[src/rtl/lsu_dmem_master.sv]
// lsu_dmem_master: load/store initiator between the MEM stage and a
// word-indexed data memory. Checks alignment and range, steers byte lanes,
// extends load data, and turns sub-word stores into read-modify-write of a
// full word because the memory only writes whole words reliably.
`timescale 1ns/1ps
module lsu_dmem_master #(
   parameter int DEPTH = 2048,
   parameter int IDX_W = 11
) (
   input  logic        clk,
   input  logic        rst,
   // request from MEM stage
   input  logic        req_valid,
   output logic        req_ready,
   input  logic        req_we,
   input  logic [1:0]  req_size,
   input  logic        req_unsigned,
   input  logic [31:0] req_addr,
   input  logic [31:0] req_wdata,
   // response to MEM stage
   output logic        resp_valid,
   input  logic        resp_ready,
   output logic [31:0] resp_rdata,
   output logic        resp_err,
   // data memory port
   output logic        dmem_ena,
   output logic        dmem_wena,
   output logic [31:0] dmem_addr,
   output logic [1:0]  dmem_type,
   output logic [31:0] dmem_wdata,
   input  logic [31:0] dmem_rdata
);

   localparam logic [1:0]  SIZE_WORD = 2'b00;
   localparam logic [1:0]  SIZE_HALF = 2'b01;
   localparam logic [1:0]  SIZE_BYTE = 2'b10;
   localparam logic [1:0]  SIZE_ILL  = 2'b11;
   localparam logic [29:0] DEPTH_W   = 30'(DEPTH);

   typedef enum logic [2:0] {
      S_IDLE,
      S_LOAD,
      S_STORE,
      S_RMW_RD,
      S_RMW_WR,
      S_RESP
   } state_t;

   state_t state_q, state_d;

   // Latched request; only the address bits that select lane and word are kept.
   logic [1:0]       size_q;
   logic             uns_q;
   logic [IDX_W+1:0] addr_q;
   logic [31:0]      wdata_q;

   logic [31:0]      rdata_q;
   logic             err_q;
   logic [31:0]      merge_q;
   logic             req_err;

   // Pick the addressed byte or halfword out of a word and extend it to 32 bits.
   function automatic logic [31:0] load_extend(input logic [31:0] word,
                                               input logic [1:0]  size,
                                               input logic        uns,
                                               input logic [1:0]  lane);
      logic [31:0] shifted;
      logic [15:0] half;
      logic [31:0] res;
      shifted = word >> {lane, 3'b000};
      half    = lane[1] ? word[31:16] : word[15:0];
      case (size)
         SIZE_HALF: res = uns ? {16'h0000, half} : {{16{half[15]}}, half};
         SIZE_BYTE: res = uns ? {24'h000000, shifted[7:0]}
                              : {{24{shifted[7]}}, shifted[7:0]};
         default:   res = word;
      endcase
      return res;
   endfunction

   // Replace the addressed lane of the old word with the right-aligned store data.
   function automatic logic [31:0] merge_lane(input logic [31:0] word,
                                              input logic [31:0] wdata,
                                              input logic [1:0]  size,
                                              input logic [1:0]  lane);
      logic [31:0] res;
      res = word;
      if (size == SIZE_BYTE) begin
         res[{lane, 3'b000} +: 8] = wdata[7:0];
      end else if (lane[1]) begin
         res[31:16] = wdata[15:0];
      end else begin
         res[15:0] = wdata[15:0];
      end
      return res;
   endfunction

   // Classify the incoming request: misaligned, illegal size or out of range.
   always_comb begin
      req_err = (req_size == SIZE_ILL)
             || ((req_size == SIZE_WORD) && (req_addr[1:0] != 2'b00))
             || ((req_size == SIZE_HALF) && req_addr[0])
             || (req_addr[31:2] >= DEPTH_W);
   end

   // Next-state logic and memory-port drive, decoded from state and latched request.
   always_comb begin
      // NOTE: every output gets a default first so no path leaves one unassigned (no latches).
      state_d    = state_q;
      dmem_ena   = 1'b0;
      dmem_wena  = 1'b0;
      dmem_addr  = 32'h0;
      dmem_wdata = 32'h0;
      case (state_q)
         S_IDLE: begin
            if (req_valid) begin
               if (req_err)                    state_d = S_RESP;
               else if (!req_we)               state_d = S_LOAD;
               else if (req_size == SIZE_WORD) state_d = S_STORE;
               else                            state_d = S_RMW_RD;
            end
         end
         S_LOAD: begin
            dmem_ena  = 1'b1;
            dmem_addr = {{(32-IDX_W){1'b0}}, addr_q[IDX_W+1:2]};
            state_d   = S_RESP;
         end
         S_STORE: begin
            dmem_ena   = 1'b1;
            dmem_wena  = 1'b1;
            dmem_addr  = {{(32-IDX_W){1'b0}}, addr_q[IDX_W+1:2]};
            dmem_wdata = wdata_q;
            state_d    = S_RESP;
         end
         S_RMW_RD: begin
            dmem_ena  = 1'b1;
            dmem_addr = {{(32-IDX_W){1'b0}}, addr_q[IDX_W+1:2]};
            state_d   = S_RMW_WR;
         end
         S_RMW_WR: begin
            dmem_ena   = 1'b1;
            dmem_wena  = 1'b1;
            dmem_addr  = {{(32-IDX_W){1'b0}}, addr_q[IDX_W+1:2]};
            dmem_wdata = merge_q;
            state_d    = S_RESP;
         end
         S_RESP: begin
            if (resp_ready) state_d = S_IDLE;
         end
         default: state_d = S_IDLE;
      endcase
   end

   // State register, request latch, load capture and merge buffer.
   always_ff @(posedge clk) begin
      // NOTE: sequential state uses non-blocking assignments so all registers update together.
      if (rst) begin
         state_q <= S_IDLE;
         size_q  <= SIZE_WORD;
         uns_q   <= 1'b0;
         addr_q  <= '0;
         wdata_q <= 32'h0;
         rdata_q <= 32'h0;
         err_q   <= 1'b0;
         merge_q <= 32'h0;
      end else begin
         state_q <= state_d;
         case (state_q)
            S_IDLE: begin
               if (req_valid) begin
                  size_q  <= req_size;
                  uns_q   <= req_unsigned;
                  addr_q  <= req_addr[IDX_W+1:0];
                  wdata_q <= req_wdata;
                  rdata_q <= 32'h0;
                  err_q   <= req_err;
               end
            end
            S_LOAD: begin
               rdata_q <= load_extend(dmem_rdata, size_q, uns_q, addr_q[1:0]);
            end
            S_RMW_RD: begin
               merge_q <= merge_lane(dmem_rdata, wdata_q, size_q, addr_q[1:0]);
            end
            default: ;
         endcase
      end
   end

   assign req_ready  = (state_q == S_IDLE);
   assign resp_valid = (state_q == S_RESP);
   assign resp_rdata = rdata_q;
   assign resp_err   = err_q;
   assign dmem_type  = 2'b00;

endmodule

[config.mk]
export PLATFORM = sky130hd
export DESIGN_NAME = lsu_dmem_master
export DESIGN_NICKNAME = d
export VERILOG_FILES = /design/src/rtl/lsu_dmem_master.sv
export SDC_FILE = /design/constraint.sdc
export NUM_CORES = 1
export LEC_CHECK = 0
export ABC_AREA = 0
export CAP_MARGIN = 20
export CELL_PAD_IN_SITES_DETAIL_PLACEMENT = 0
export CELL_PAD_IN_SITES_GLOBAL_PLACEMENT = 1
export CORE_ASPECT_RATIO = 0.7
export CORE_MARGIN = 2
export CORE_UTILIZATION = 33
export CTS_CLUSTER_SIZE = 24
export DETAILED_ROUTE_END_ITERATION = 12
export PLACE_DENSITY_LB_ADDON = 0.1
export RECOVER_POWER = 100
export SYNTH_ARGS = -nofsm -noshare
export SYNTH_HDL_FRONTEND = slang
export SYNTH_SLANG_ARGS = --single-unit
[constraint.sdc]
create_clock -name clk -period 2.34 [get_ports clk]
set_clock_uncertainty 0.05 [all_clocks]
set_input_delay 0.351 -clock clk [delete_from_list [all_inputs] [get_ports clk]]
set_output_delay 0.351 -clock clk [all_outputs]
set_load 0.1 [all_outputs]
Yosys cells after proc, flatten, opt, wreduce, memory -nomap -nowiden
Index checks and enable logic that the tools add are counted.
- output and inout port bits: 103
- memories kept: 0
- memory bits (writable): 0
- bits in read-only memories: 0
- register bits after elaboration: 116
- bits in latches: 0
- input bits: 104
- reductions and logical operators: 15
- multipliers: 0
- equality and inequality tests: 11
- shift operators: 3
- $add $sub $neg: 1
- div/mod/pow operators: 0
- order comparisons: 1
- mux-type cells: 20
- bitwise logic cells: 0
- operators by type and width (kind ; number):
    32-bit one-hot mux with 2 select lines ; 3
    32-bit two-way mux ; 4
    16-bit two-way mux ; 3
    32-bit bitwise mux ; 1
    8-bit by 7-bit variable shift with 32-bit output (first input constant) ; 1
    8-bit by 7-bit indexed part select with 32-bit output ; 1
    32-bit by 5-bit >> shifter with 8-bit output ; 1
    30-bit by 12-bit greater-or-equal comparator with 1-bit output (second input constant) ; 1
    3-bit one-hot mux with 4 select lines ; 1
    11-bit two-way mux ; 1
    3-bit two-way mux ; 3
    5-bit negator with 7-bit output ; 1
    3-bit by 2-bit == test with 1-bit output (second input constant) ; 2
    3-bit == test (second input constant) ; 2
    2-bit AND reduction ; 3
    2-bit by 1-bit == test with 1-bit output (second input constant) ; 2
    2-bit == test (second input constant) ; 2
    2-bit nonzero test ; 2
    4-bit OR reduction ; 1
    3-bit by 1-bit == test with 1-bit output (second input constant) ; 1
    3-bit zero test ; 1
    1-bit logical OR ; 3
    1-bit two-way mux ; 3
    3-bit OR reduction ; 1
    6 further kinds ; 7

Logic depth before layout (Yosys ltp)
Gate-level depths: netlist (run 1).
- depth in word-level cells: 8
- mapped depth: 8

Worst setup path after synthesis (run 1)
No wires, ideal clock.
- path type: reg2out
- start point: register state_q[0]
- end point: output port dmem_addr[1]
- stages on the path, launching flop included: 6
- slack: -879 ps
- data arrival time: 2818 ps
- required time: 1939 ps
- path buffers: 2
- path through: dfxtp_1 -> buf_4 -> nor3_4 -> nor2_1 -> clkbuf_1 -> and2_1
- word-level cells in the longest chain between the ends: 3
- RTL lines (element ; line ; RTL):
    from (decl) ; 49 ; state_t state_q, state_d;
    from (signal assigned) ; 167 ; state_q <= state_d;
    3-bit == test (tied with other cells) ; 114 ; case (state_q)
    4-bit OR reduction (no source line) (*) ; n/a ;
    11-bit two-way mux (*) ; 114 ;
    to (decl) ; 28 ; output logic [31:0] dmem_addr,
Every way passes the cells marked *; elsewhere a longest branch is shown, timed or not.

Final worst setup path (run 1)
- start point: register state_q[1]
- end point: output port dmem_wdata[4]
- word-level cells in the longest chain between the ends: 2
- RTL lines (element ; line ; RTL):
    3-bit == test or 3-bit by 2-bit == test with 1-bit output (tied branches) ; 114 ;
    32-bit one-hot mux with 2 select lines (*) ; 114 ;
    to (decl) ; 30 ; output logic [31:0] dmem_wdata,
Marks and branches as above.

==> summary.md, run 1 <==
| Metric | Value |
|---|---|
| Largest area contributor in the netlist | dfxtp_1 |
| Origin of the critical flop-to-flop path | addr_q[1]$_SDFFE_PP0P_ |
| Initial DRC Count | between 400 and 500 |
| Crit path from | state_q[1]$_SDFFE_PP0P_ |
| FILL cells | between 1500 and 2000 |
| CTS Root Buffer Type | clkbuf_16 |
| Layout Cells excl Fill | approximately 1100 |
| Top cells by area, synth | dfxtp_1, nand2_1, a21oi_1, a22o_1, buf_4 |
| Port bufs | about 180 |
| Fmax | approximately 0.44 GHz |
| Avg Cell Area, Syn | 8.27 um^2 |
| Design Power | 6.31 mW |
| Dpl hpwl | ~16000 um |
| Area after DPL | around 8400 um^2 |
| GP Congestion | 0.952 |
| Routed Antenna Nets | 0 |
| Die ar. | around 19000 um^2 |
| Num rows | 40 |
| Latest clock arrival within the worst-skew pair | between 400 and 500 ps |
| Hold Buf Count CTS | 0 |
| Reg power frac | 34.6% |
| Initial antenna violation count | 1 |
| Critical Path AT | 1860 ps |
| TritonCTS buffer count | 17 |
| Critical-path top delay cell | dfxtp_4 |
| Number of global-route vias before repair | about 5700 |
| Max Used Layer | met4 |
| Util after Layout | about half |
| Cells on worst reg2reg path | 5 |
| Area grow syn2layout | 43.7% |
| Global-route wire length before repair | 32200 um |
| Core box area | 17400 um^2 |
| Async SR Flop Fraction | 0% |
| Clock transition at path regs | roughly 60 ps |
| Worst hold stages | 1 |
| Max-cap viol count | 0 |
| GRT Util Overall | about 23% |
| Crit share post-route | a little over nine tenths |
| Die H | 116 um |
| Netlist cell types | 54 |
| Reg-to-reg endpoint | resp_rdata[24]$_SDFFE_PP0P_ |
| Gate count after technology mapping | a little over 700 |
| Initial Util | about 34% |
| Vias per cell | ~5.4 |
| Congestion Overflow GR | 0 |
| Worst IR Drop VDD | approximately 0.39 mV |
| P_leak | around 3.2 nW |
| H-tree depth | 4 |
| R2r setup slk | roughly 180 ps |
| Predominant post-synthesis flop cell | dfxtp_1 |
| CP peak stage delay | 440 ps |
| Final Cell Area | between 8000 and 9000 um^2 |
| CTS tree | done |
| Share of cells above drive strength 1 | about a fifth |
| Slew margin rel. | between 20 and 25% |
| PD cells | ~740 nW/um^2 |
| Metal-1 WL | approximately 10000 um |
| Power Internal | a little over 4 mW |
| Clock share of power | about two fifths |
| Comb power frac | 24.8% |
| Met2 routed WL | ~9200 um |
| Wirelength, routed | 21600 um |
| Seq cells post-synth | 116 |
| Final net count | between 900 and 1000 |
| CP Capture Type | output port |
| Psw | 2.20 mW |
| RSZ-0062 raised after global routing | false |
| # IOs | 207 |
| Slew Limit Fails | 0 |
| Drt wl/cell | between 15 and 20 um |
| Endpoints failing hold | 0 |
| CP Cell Sequence | nor3b_2 > buf_12 > a22o_1 > buf_8 |
| CP endpoint | dmem_wdata[4] |
| Run status | finished, final reports clean |
| Req. time, crit path | 1940 ps |
| Die W | 164 um |
| Crit path time final | 2260 ps |
| Endpoints failing setup | 0 |
| Worst Max-Slew Pin Slew | approximately 1200 ps |
| Sw Share | between 30% and 40% |
| CP max FO | 33 |
| CTS sink count | around 120 |
| CTS max path bufs | 2 |
| HP Class | reg2reg |
| Number of synthesized flops with an enable pin | 0 |
| Total number of vias | 6046 |
| Met3 WL | a little over 2000 um |
| Top-area cell type share of the netlist area | 39.2% |
| Placed insts | around 1100 |
| First-pass DRT Iterations | 5 |
| Pin count of the biggest net entering global routing | 86 |
| Register area share after synthesis | approximately 40% |
| Netlist Area Pre-Place | around 5900 um^2 |
| Critical path startpoint category | register |
| Yosys warns | 0 |
| Setup Crit Path Kind | reg2out |
| Drt drc | 0 |
placed cells by master (no fill, tap or decap), types with 4 or more instances in the layout:
cell               n
a211oi_1          11
a21oi_1           77
a221o_1           17
a221oi_1          16
a22o_2            30
a311o_1            8
and2_0             8
and2_1             8
and2_2             5
buf_12            14
buf_4             26
buf_6             30
clkbuf_1           8
clkbuf_16         17
clkbuf_2          29
clkdlybuf4s50_1  101
clkinvlp_4         4
conb_1            23
dfxtp_1          113
ha_1               7
inv_1             22
mux2i_1            8
nand2_1          126
nand2b_1          11
nor2_1            28
nor2b_1            8
nor3_1            25
nor4_1             5
o211ai_1           8
o21ai_0           17
o221ai_1           8
o22a_1             7
o22ai_1            8
o2bb2ai_1         15
metrics by stage:
step / setup TNS [ps] / worst slack (ps) / hold slack (ps)
floorplan: -978 / -238 / 381
global placement: 0 / 192 / 389
detailed placement: 0 / 142 / 391
CTS: 0 / 3.39 / 404
global route: 0 / 2.18 / 408
finish: 0 / 81.0 / 398
worst max-delay path, delay by kind of cell, from the launching register on:
family                 cells  cell delay, ps
flip-flops                 1             440
AND/OR/NAND/NOR            1             270
buffers and inverters      2             460
AO/OA/AOI/OAI              1             250
area by class of cell:
class	count	area, um^2	area share (%)
Multi-Input combinational cell	516	3200	37.5
Sequential cell	116	2330	27.4
Timing Repair Buffer	211	2030	23.8
Clock buffer	17	425	4.99
Tap cell	231	289	3.39
Clock inverter	15	158	1.85
Inverter	23	86.3	1.01
Antenna cell	1	2.50	0.0294
routing by layer:
metal	GRT usage [%]	up-vias
met2	33.4	283
li1	-	2883
met4	5.56	0
met1	31.6	2854
met5	0	-
met3	7.49	26
cells by family (layout without fill, tap and decap cells):
kind of cell	Yosys count	after routing	share of synthesized area, %
other	1	24	0.0633
flip-flops	116	116	39.2
buffers and inverters	107	266	9.33
adder cells (fa/ha/maj)	7	7	1.48
AND/OR/NAND/NOR	243	243	19.6
AO/OA/AOI/OAI	232	232	28.2
multiplexers	11	11	2.11
synth_stat cells, types with 2 or more instances:
| cell | instances |
|---|---|
| a21oi_1 | 77 |
| nor2_1 | 30 |
| nand2b_1 | 11 |
| nor4_1 | 5 |
| o211ai_1 | 8 |
| o221ai_1 | 8 |
| clkbuf_1 | 33 |
| a311o_1 | 8 |
| o2bb2ai_1 | 15 |
| mux2_2 | 2 |
| mux2i_1 | 8 |
| nand3b_1 | 2 |
| nor3b_2 | 4 |
| ha_1 | 7 |
| dfxtp_1 | 116 |
| nor2b_1 | 8 |
| a211oi_1 | 11 |
| o22a_1 | 7 |
| inv_1 | 22 |
| buf_4 | 28 |
| a221o_1 | 17 |
| o21ai_0 | 17 |
| buf_6 | 3 |
| and2_1 | 20 |
| o22ai_1 | 8 |
| a21o_1 | 2 |
| a221oi_1 | 16 |
| buf_2 | 18 |
| nand2_1 | 126 |
| a22o_1 | 32 |
| nor3_1 | 25 |
timing repair:
action	CTS	global route
endpoints found under the setup margin	45	23
buffers inserted	0	0
resized for setup	3	3
worst min path at each step:
stage,start,to,slack [ps]
after detailed placement,resp_rdata[7]$_SDFFE_PP0P_,resp_rdata[7]$_SDFFE_PP0P_,390
after floorplan,merge_q[24]$_SDFFE_PP0P_,merge_q[24]$_SDFFE_PP0P_,380
final,resp_rdata[7]$_SDFFE_PP0P_,resp_rdata[7]$_SDFFE_PP0P_,400
after global routing,resp_rdata[7]$_SDFFE_PP0P_,resp_rdata[7]$_SDFFE_PP0P_,410
after global placement,addr_q[2]$_SDFFE_PP0P_,addr_q[2]$_SDFFE_PP0P_,390
after CTS,addr_q[3]$_SDFFE_PP0P_,addr_q[3]$_SDFFE_PP0P_,400
power by group through the flow:
stage | logic [mW] | clock network [mW] | registers [mW]
3_5_place_dp | 1.61 | 0 | 2.23
5_1_grt | 1.65 | 2.71 | 2.20
3_3_place_gp | 1.60 | 0 | 2.22
2_1_floorplan | 0.831 | 0 | 2.49
6_report | 1.56 | 2.56 | 2.18
4_1_cts | 1.62 | 2.61 | 2.19
state kept, by name, summed over array words and instances, names as in the netlist:
signal      flops
merge_q        32
resp_rdata     32
wdata_q        32
addr_q         13
state_q         3
size_q          2
resp_err        1
uns_q           1
Power figures use the tool's default switching activity.
==> inputs of run 2 (changes only) <==
--- a/config.mk
+++ b/config.mk
@@ -11,11 +11,13 @@
 export CELL_PAD_IN_SITES_GLOBAL_PLACEMENT = 1
 export CORE_ASPECT_RATIO = 0.7
 export CORE_MARGIN = 2
-export CORE_UTILIZATION = 33
+export CORE_UTILIZATION = 46
 export CTS_CLUSTER_SIZE = 24
 export DETAILED_ROUTE_END_ITERATION = 12
+export DONT_BUFFER_PORTS = 1
 export PLACE_DENSITY_LB_ADDON = 0.1
 export RECOVER_POWER = 100
+export SLEW_MARGIN = 5
 export SYNTH_ARGS = -nofsm -noshare
 export SYNTH_HDL_FRONTEND = slang
 export SYNTH_SLANG_ARGS = --single-unit
==> run 2 against run 1 <==
Net effect: critical endpoint is now dmem_wdata[7]; via count shrank 5.3%; cell count is 16% lower; critical path depth did not move; largest power group unchanged; maximum frequency fell by 0.54%.
==> summary.md, run 2 (synthesized netlist as in run 1, its figures left out) <==
| Metric | Value |
|---|---|
| Pin count of the biggest net entering global routing | 82 |
| CTS Root Buffer Type | clkbuf_16 |
| Req. time, crit path | 1940 ps |
| P_leak | approximately 2.7 nW |
| CP Cell Sequence | nor3b_4 > buf_4 > a22o_2 > buf_6 |
| FF/Latch Area | ~2300 um^2 |
| Critical-path top delay cell | dfxtp_1 |
| Most common cell after layout, fill and taps aside | nand2_1 |
| HP Class | in2reg |
| Max-cap viol count | 0 |
| Min-delay src | req_wdata[5] |
| Num rows | 34 |
| Latest clock arrival within the worst-skew pair | 420 ps |
| Clock transition at path regs | 60 ps |
| Setup Crit Path Kind | reg2out |
| Initial antenna violation count | 0 |
| Drt wl/cell | around 21 um |
| Total number of vias | 5724 |
| Core box area | 12500 um^2 |
| Family with the most delay on the worst path | buffers and inverters |
| Routed Antenna Nets | 0 |
| H-tree depth | 4 |
| Dpl hpwl | 14400 um |
| WP depth | 4 |
| Hold endpoint | wdata_q[5]$_SDFFE_PP0P_ |
| RSZ-0062 raised after global routing | false |
| # IOs | slightly above 200 |
| Combined area of the multi-input logic cells | roughly 3200 um^2 |
| CP Capture Type | output port |
| GRT Util Overall | between 20% and 30% |
| Critical path startpoint category | register |
| CP peak stage delay | approximately 440 ps |
| Reg-to-reg endpoint | merge_q[9]$_SDFFE_PP0P_ |
| Slew margin rel. | about 18% |
| Endpoints failing hold | 0 |
| First-pass DRT Iterations | 5 |
| Crit path time final | roughly 2300 ps |
| CP max FO | 21 |
| Cells on worst reg2reg path | 7 |
| Setup WS pre-CTS | ~140 ps |
| Crit share post-route | between 90% and 100% |
| GP Congestion | between 0.8 and 0.9 |
| R2r setup slk | ~190 ps |
| FILL cells | ~1100 |
| Crit path buffers/inverters | 2 |
| Worst IR Drop VDD | approximately 0.55 mV |
| CTS tree | done |
| Die W | 140 um |
| Endpoints failing setup | 0 |
| Number of global-route vias before repair | about 5400 |
| Die H | 99.0 um |
| Initial DRC Count | 560 |
| Wirelength, routed | 20000 um |
| Worst hold stages | 2 |
| Port bufs | 0 |
| Global-route wire length before repair | 30600 um |
| Area grow syn2layout | 25.3% |
| Util after Layout | 59.4% |
| Slew Limit Fails | 0 |
| Antenna Cells | 0 |
| Worst Max-Slew Pin Slew | 1230 ps |
| Run status | finished, final reports clean |
| Initial Util | between 40% and 50% |
| Drt drc | 0 |
| PD cells | just over 800 nW/um^2 |
| Critical Path AT | 1870 ps |
| Share of cells above drive strength 1 | between 20 and 25% |
| Die ar. | 13800 um^2 |
| Congestion Overflow GR | 0 |
| Origin of the critical flop-to-flop path | addr_q[1]$_SDFFE_PP0P_ |
| Vias per cell | 6.00 |
| Most frequent cells in the layout | nand2_1, dfxtp_1, a21oi_1 |
| TritonCTS buffer count | 17 |
| CTS max path bufs | 2 |
| Final setup margin | ~69 ps |
| CTS sink count | approximately 120 |
| Final net count | 890 |
| Post-CTS setup repair buffer count | 0 |
| Fmax | between 0.4 and 0.5 GHz |
-- run 2: layout make-up --
class / instances / share of cell area, %
inverters: 23 / 1.16
flip-flops and latches: 116 / 31.3
clock buffers: 19 / 5.96
repair buffers: 105 / 13.2
well taps: 162 / 2.73
multi-input cells: 516 / 43.6
clock inverters: 13 / 2.02
-- run 2: power by group --
part	internal (mW)	switching [mW]	total, mW
clock network	1.61	1.01	2.62
registers	2.08	0.102	2.18
logic	0.290	1.04	1.33
total	3.98	2.15	6.12
-- run 2: repair_timing --
item                                   in CTS  in global routing
gates resized for setup                     3                  4
hold buffers                                2                  0
setup endpoints to repair                  45                 18
pin swaps                                   0                  1
endpoints found under the hold margin      81                  0
-- run 2: worst max path at each step --
stage	startpoint	to	slack (ps)
after floorplan	state_q[0]$_SDFFE_PP0P_	dmem_addr[1]	-240
after global placement	state_q[1]$_SDFFE_PP0P_	resp_rdata[22]$_SDFFE_PP0P_	260
after detailed placement	state_q[1]$_SDFFE_PP0P_	resp_rdata[27]$_SDFFE_PP0P_	140
after CTS	state_q[1]$_SDFFE_PP0P_	dmem_wdata[4]	40
after global routing	state_q[0]$_SDFFE_PP0P_	dmem_addr[3]	4
final	state_q[0]$_SDFFE_PP0P_	dmem_wdata[7]	70
-- run 2: metal layers --
layer	wire (um)	part of all wire (%)	vias to the layer above	global-route usage (%)
li1	-	-	2673	-
met2	8730	44	269	42.0
met4	325	1.6	0	8.69
met1	9150	46	2755	41.1
met3	1840	9.2	27	6.85
met5	0	0	-	0
-- run 2: metrics by stage --
step | instances | total power [mW] | cell area, um^2 | TNS [ps] | hold WS, ps
finish | 954 | 6.12 | 7430 | 0 | 12.3
global route | 954 | 6.31 | 7430 | 0 | 12.3
floorplan | 739 | 3.32 | 6090 | -978 | 381
detailed placement | 920 | 3.56 | 7170 | 0 | 383
global placement | 920 | 3.53 | 7170 | 0 | 381
CTS | 954 | 6.18 | 7800 | 0 | 8.35
==> edit: new RTL, settings of run 2 <==
Encoding of `state_t`: now one-hot (6 bits for 6 states).
--- a/src/rtl/lsu_dmem_master.sv
+++ b/src/rtl/lsu_dmem_master.sv
@@ -37,13 +37,13 @@
    localparam logic [1:0]  SIZE_ILL  = 2'b11;
    localparam logic [29:0] DEPTH_W   = 30'(DEPTH);
 
-   typedef enum logic [2:0] {
-      S_IDLE,
-      S_LOAD,
-      S_STORE,
-      S_RMW_RD,
-      S_RMW_WR,
-      S_RESP
+   typedef enum logic [5:0] {
+      S_IDLE   = 6'b000001,
+      S_LOAD   = 6'b000010,
+      S_STORE  = 6'b000100,
+      S_RMW_RD = 6'b001000,
+      S_RMW_WR = 6'b010000,
+      S_RESP   = 6'b100000
    } state_t;
 
    state_t state_q, state_d;
Check against the original RTL: no difference found for any inputs over 4 cycles, from zero or initial values and one cycle with rst high; so few cycles prove little.
==> edit against run 2 <==
The run now ends with setup timing left. Wire length increased by 4.3%. Combinational power fell by 40%. Setup slack lost 0.12 ns. Final area rose by 14%. Synthesized area is 4.3% higher. Critical path depth grew 2. Count of clock-buffer cells in the layout did not move. Total power shrank 7.3%. Sequential cell count grew 3.
==> edit: results (changes against run 2) <==
Timing
  – Final setup viols: 33 (+33)
  – Final worst-path setup slack: -0.0535 ns (-0.122 ns)
  – Sum of negative setup slack: -1.10 ns (-1.10 ns)
  – Hold Worst Slack: 0.0250 ns (+0.0128 ns)

Place
  – Post-DP HPWL: 14.6 mm (+1.4%)
  – Post-placement cell count: 963 (+4.7%)
  – Placed cell areas: 7460 um2 (+4.1%)
  – Dpl ws: 0.206 ns (+0.0620 ns)

Worst setup path
  – CP max FO: 7 (-67%)
  – Arrival time worst endpoint: 1.99 ns (+0.12 ns)
  – Top delay family on crit path: simple AND/OR/NAND/NOR gates
  – Critical-path cell with the highest stage delay: dfxtp_4
  – End of the critical path: dmem_wdata[17]
  – FF-to-FF End: merge_q[0]$_SDFFE_PP0P_
  – Crit path launch: state_q[3]$_SDFFE_PP0P_
  – RR Startpoint: size_q[1]$_SDFFE_PP0P_

Pwr
  – Switch share: 29.1% (-6.0 points)
  – P_clk: 2.71 mW (+3%)
  – Share of power burned in registers: 38.2% (+2.6 points)
  – Total power: 5.68 mW (-7.3%)

Clock tree
  – PostCTS Resize Cnt: 23 (+20)
  – Worst-Skew Late Latency: 0.40 ns (-0.02 ns)
  – Postcts setup bufs: 4 (+4)

Detailed routing
  – Met1 wire length: 9.66 mm (+5.6%)
  – Met3 wire len: 1.90 mm (+3.5%)

Logic synthesis
  – Register area share after synthesis: 38.5% (-0.65 points)
  – Commonest cells post-synth: 152 x nand2_1, 119 x dfxtp_1, 76 x a21oi_1, 47 x nor2_1, 33 x a22o_1
  – Synth cell types: 56 (+3.7%)

Finish
  – Fillers: 1079 (-5.1%)
  – Fin nets: 942 (+5.8%)
  – Area added between synthesis and finish: 36.7%
  – Layout cells sized above 1: 25.6% (+4.1 points)
  – Final non-filler cell total: 1010 (+5.9%)

Run status
  – Failing checks: setup timing
  – Status: finished with violations

GRT
  – Met1 usage: 40.0% (-1.1 points)
  – Pin count of the biggest net entering global routing: 83 (+1.2%)
  – Met2 Track Usage GR: 41.8% (-0.20 points)
  – Vias in the first global route: 5610 (+4.6%)
  – Met3 global-route usage: 8.27% (+1.4 points)

Worst hold path
  – WHS Endpoint: addr_q[6]$_SDFFE_PP0P_
  – Critical hold path startpoint: req_addr[6]
==> edit: changes by cell type in the layout (fill, tap and decap cells not counted), sizes merged, moves of 14 or more <==
| cell | change |
|---|---|
| a221o | -17 |
| a32o | +14 |
| buf | +22 |
| nand2 | +26 |
| nor2 | +17 |
==> edit: final cells by class <==
class,instances,share of cell area (%)
clock buffers,19,5.24
flip-flops and latches,119,28.3
repair buffers,121,17.8
inverters,25,1.11
clock inverters,13,2.01
well taps,166,2.46
multi-input cells,547,43.1
==> edit: logic make-up (layout without fill, tap and decap cells) <==
kind of cell,Yosys count,count (layout),synth area share [%]
and+or+nand+nor,287,288,21.8
DFF,119,119,38.5
adders and majority gates,7,7,1.42
AOI/OAI and AO/OA,218,218,27.1
xor gates and xnor gates,1,1,0.142
other,1,23,0.0606
muxes,10,10,1.80
buffers and inverters,109,178,9.17
